[config.mk]
export PLATFORM = sky130hd
export DESIGN_NAME = ticket_sched
export DESIGN_NICKNAME = d
export VERILOG_FILES = /design/src/rtl/ticket_sched.sv
export SDC_FILE = /design/constraint.sdc
export NUM_CORES = 1
export LEC_CHECK = 0
export BUFFER_PORTS_ARGS = -buffer_cell sky130_fd_sc_hd__buf_2
export CORE_AREA = 2 2 57 59
export DETAILED_ROUTE_END_ITERATION = 8
export DIE_AREA = 0 0 59 61
export PLACE_DENSITY_LB_ADDON = 0.08
export SETUP_SLACK_MARGIN = 0.5
export SYNTH_ARGS = -nofsm -noshare
export SYNTH_HDL_FRONTEND = slang
export SYNTH_SLANG_ARGS = --single-unit
[constraint.sdc]
create_clock -name clk -period 4.2 [get_ports clk]
set_input_delay 0.42 -clock clk [delete_from_list [all_inputs] [get_ports clk]]
set_output_delay 0.42 -clock clk [all_outputs]
set_load 0.02 [all_outputs]
[src/rtl/ticket_sched.sv]
// Ticket dispenser and caller: a 16-entry ticket ring served by three counters.
// Counters are granted round-robin and uncollected tickets are skipped after TIMEOUT cycles.
module ticket_sched #(
  parameter int unsigned TIMEOUT = 8
) (
  input  logic       clk,
  input  logic       rst,
  input  logic       take,
  input  logic [2:0] call_req,
  input  logic       arrive,
  input  logic       absent,
  output logic [3:0] issued_num,
  output logic [3:0] serve_num,
  output logic [1:0] serve_ctr,
  output logic       call_valid,
  output logic       served,
  output logic       skipped,
  output logic [3:0] queue_len,
  output logic       full,
  output logic       empty
);

  typedef enum logic {StIdle, StCall} state_e;

  state_e     state_q, state_d;
  logic [3:0] head_q, head_d, tail_q, tail_d, qlen_q, qlen_d, timer_q, timer_d;
  logic [3:0] issued_q, issued_d, serve_num_q, serve_num_d;
  logic [2:0] pending_q, pending_d;
  logic [1:0] last_q, last_d, serve_ctr_q, serve_ctr_d, grant_idx, cand;
  logic       served_q, served_d, skipped_q, skipped_d, grant_vld;
  logic       in_call, take_ok, do_serve, do_skip, deq, grant_go;

  assign in_call  = (state_q == StCall);
  assign take_ok  = take & (qlen_q != 4'd15);
  assign do_serve = in_call & arrive;
  assign do_skip  = in_call & ~arrive & (absent | (timer_q == 4'(TIMEOUT - 1)));
  assign deq      = do_serve | do_skip;
  assign grant_go = ~in_call & grant_vld & (qlen_q != 4'd0);
  assign qlen_d   = qlen_q + {3'b000, take_ok} - {3'b000, deq};

  // Round-robin search starts at the counter after the last grant.
  always_comb begin
    grant_vld = 1'b0;
    grant_idx = 2'd0;
    cand      = 2'd0;
    for (int k = 1; k <= 3; k++) begin
      cand = 2'((int'(last_q) + k) % 3);
      if (!grant_vld && pending_q[cand]) begin
        grant_vld = 1'b1;
        grant_idx = cand;
      end
    end
  end

  always_ff @(posedge clk) begin
    if (rst) state_q <= StIdle;
    else     state_q <= state_d;
  end

  always_comb begin
    state_d = state_q;
    unique case (state_q)
      StIdle: if (grant_go) state_d = StCall;
      StCall: begin
        if (do_serve)                         state_d = StIdle;
        else if (do_skip && qlen_d == 4'd0)   state_d = StIdle;
      end
      default: state_d = StIdle;
    endcase
  end

  always_comb begin
    head_d      = head_q + {3'b000, deq};
    tail_d      = tail_q + {3'b000, take_ok};
    issued_d    = take_ok ? tail_q : issued_q;
    pending_d   = pending_q | call_req;
    last_d      = last_q;
    timer_d     = in_call ? timer_q + 4'd1 : timer_q;
    serve_num_d = serve_num_q;
    serve_ctr_d = serve_ctr_q;
    served_d    = do_serve;
    skipped_d   = do_skip;
    if (grant_go) begin
      pending_d[grant_idx] = 1'b0;
      last_d               = grant_idx;
      serve_num_d          = head_q;
      serve_ctr_d          = grant_idx;
      timer_d              = 4'd0;
    end
    // A skip keeps the same counter and moves on to the next waiting ticket.
    if (do_skip) begin
      serve_num_d = head_q + 4'd1;
      timer_d     = 4'd0;
    end
  end

  always_ff @(posedge clk) begin
    if (rst) begin
      head_q      <= 4'd0;
      tail_q      <= 4'd0;
      qlen_q      <= 4'd0;
      timer_q     <= 4'd0;
      issued_q    <= 4'd0;
      serve_num_q <= 4'd0;
      serve_ctr_q <= 2'd0;
      pending_q   <= 3'b000;
      last_q      <= 2'd2;
      served_q    <= 1'b0;
      skipped_q   <= 1'b0;
    end else begin
      head_q      <= head_d;
      tail_q      <= tail_d;
      qlen_q      <= qlen_d;
      timer_q     <= timer_d;
      issued_q    <= issued_d;
      serve_num_q <= serve_num_d;
      serve_ctr_q <= serve_ctr_d;
      pending_q   <= pending_d;
      last_q      <= last_d;
      served_q    <= served_d;
      skipped_q   <= skipped_d;
    end
  end

  assign issued_num = issued_q;
  assign serve_num  = serve_num_q;
  assign serve_ctr  = serve_ctr_q;
  assign call_valid = in_call;
  assign served     = served_q;
  assign skipped    = skipped_q;
  assign queue_len  = qlen_q;
  assign full       = (qlen_q == 4'd15);
  assign empty      = (qlen_q == 4'd0);

endmodule
==> impl_results.md <==
* Num CTS Buffers at 5
* Synthesized net count at 211
* Initial antenna violation count at 0
* Non-Filler Instances at 245
* Crit path largest cell delay at 0.37 ns
* Worst Setup Start Kind: flip-flop
* Total routed wirelength at 3190 µm
* Die width at 59 µm
* Yosys top cell area share at 39.6%
* Layout area overhead at 11.8%
* Seq cells post-synth at 33
* FP Rows at 20
* Register area at 661 µm²
* Max-slew violations at 0
* Worst path bufs/invs at 2
* Layout fillers at 272
* Crit path cell chain: ha_1 > and3_1 > nand2b_1 > ha_1 > inv_1 > ha_1 > inv_1 > fa_1 > xor2_1 > nor4bb_1 > a21o_1 > a21oi_1
* Initial DRC Count at 47
* Yosys warns at 0
* DRT antenna net count at 0
* Part of the Yosys area used for sequential elements at 39.6%
* WHS Path Cells at 3
* P per Cell Area at 634 mW/mm²
* Hold endpoint: served
* Fin crit period at 2.75 ns
* TritonCTS Sinks at 33
* GRT Util Overall at 20.8%
* Die area at 0.00360 mm²
* # setup viols final at 0
* Worst r2r src: queue_len[2]
* Slew headroom at 25.5%
* CTS-repair resized insts at 0
* DRC at 0
* Tot Pwr at 1.18 mW
* Initial Utilization at 56.6%
* CTS tree: done
* Leakage Power at 0.872 nW
* Post-synth top area cell: dfxtp_1
* Levels on crit path at 12
* CP delay by family, top: adder cells
* Hold Crit Class: in2reg
* Most numerous cell in the Yosys netlist: dfxtp_1
* Max cap viols at 0
* Hold Violations, Final at 0
* Ys async rst share at 0%
* ANT cells at 0
* Outcome: completed
* Largest cells by area after synthesis: dfxtp_1, ha_1, nor2_1, nor2b_1, mux2i_1
* GP Congestion at 0.863
* Ports at 27
* Crit-path max FO at 6
* Remaining global-route overflow at 0
* Final Core Density at 63.3%
* Slowest CP cell: fa_1
* Post-CTS setup buffers at 0
* RSZ-0062 raised after global routing: no
* Synthesized area at 0.00167 mm²
* Worst slack, placed at 1.45 ns
* Final hold slack at 0.344 ns
* Crit share post-route at 65.4%
* Largest net degree at the start of global routing at 31
* Worst R2R Path Depth at 12
* Cell variety after synth at 43
* Nets at 236
* Avg Cell Area, Syn at 8.98 µm²
* Final worst slack at 1.45 ns
* Crit path launch: queue_len[2]
* Area of the multi-input gates at 922 µm²
* Clk slew on worst S/H paths at 0.11 ns
* Most frequent cells after synthesis: dfxtp_1, nor2_1, ha_1
* Share of cells above drive strength 1 at 17.9%
* Vias in the first global route at 1,330
* Worst Max-Slew Pin Slew at 1.11 ns
* Setup slack, reg-to-reg at 1.45 ns
* Crit path DAT at 2.95 ns
* Cells after synthesis at 186
* DR vias at 1,346
* Vias/cell at 5.49
* Peak supply drop at 293 µV
* Worst Setup End Kind: flip-flop
* Critical path class: reg2reg
* Clk Latency, worst-skew pair at 0.33 ns
* Fmax at 0.364 GHz
* Most used cell, CP: ha_1
* Dpl cells at 237
* Port bufs at 26
* Core area at 0.00295 mm²
* Reg-to-Reg End: call_valid
* Clock buffer depth at 2
* Avg WL per Cell at 13.0 µm
* Setup TNS at 0 ns
* Hold_buf cts at 0
* Final clock skew at 0.0106 ns
* CP required at 4.41 ns
* Drt first pass iters at 4
* First-pass GRT wire length at 5620 µm
* CTS Root Cell: clkbuf_4
* DIE HEIGHT at 61 µm
* Top FF cell, synth: dfxtp_1
* Placed inst area at 0.00180 mm²
* Post-synth EDFFs at 0
* Hold_sp: arrive
* Design Area, Final at 0.00187 mm²
* # H-tree levels at 2
* Post-DP HPWL at 2420 µm
## worst min-delay path, cell delays in order
cell,delay (ns)
buf_2,0.12
nand2_1,0.06
nor2_1,0.03
## per-layer routing
metal | part of all wire, % | GRT usage (%) | up-vias | wire length (µm)
met2 | 49 | 35.4 | 19 | 1570
met1 | 44 | 24.3 | 638 | 1410
met5 | 0 | 0 | - | 0
met3 | 4.7 | 7.04 | 7 | 150
li1 | - | - | 682 | -
met4 | 1.8 | 8.12 | 0 | 59
## power by group
part	switching [mW]	internal [mW]	total [mW]
registers	0.0636	0.369	0.432
clock network	0.110	0.0816	0.192
logic	0.324	0.237	0.560
total	0.497	0.687	1.18
## sequential cells by signal, indices dropped and copies added (netlist names)
name	flops
call_valid	1
head_q	4
issued_num	4
last_q	2
pending_q	3
queue_len	4
serve_ctr	1
serve_num	4
served	1
skipped	1
tail_q	4
timer_q	4
## placed cells by master, fill, tap and decap left out, types with 4 or more instances in the layout
master and n:
buf_2 26, nor2_1 25, clkbuf_4 5, o21ai_0 6, dfxtp_1 33, inv_1 13, xor2_1 5, a21oi_1 6
mux2i_1 5, xnor2_1 4, nand2_1 10, nor2b_1 9, ha_1 16
## worst max-delay path by stage
stage,to,slack (ns)
final,call_valid,1.45
after CTS,call_valid,1.44
after global routing,call_valid,1.21
after global placement,call_valid,1.56
after floorplan,call_valid,1.35
after detailed placement,call_valid,1.45
## cell families (layout without fill, tap and decap cells)
kind of cell | count (synthesis) | count (layout) | synth area share [%]
compound gates | 34 | 34 | 13.6
xor+xnor | 9 | 9 | 4.72
fa+ha+maj | 17 | 17 | 13.2
buf+inv | 21 | 47 | 5.24
flops | 33 | 33 | 39.6
mux | 5 | 5 | 3.00
simple gates | 67 | 67 | 20.7
## final cells by class
class	instances	area share, %
multi-input combinational	132	49.4
timing repair buffer	26	6.97
inverter	13	2.61
tap	33	2.21
clock buffer	6	2.75
clock inverter	2	0.737
sequential	33	35.4
Note: power is estimated with default switching activity, not from simulation.
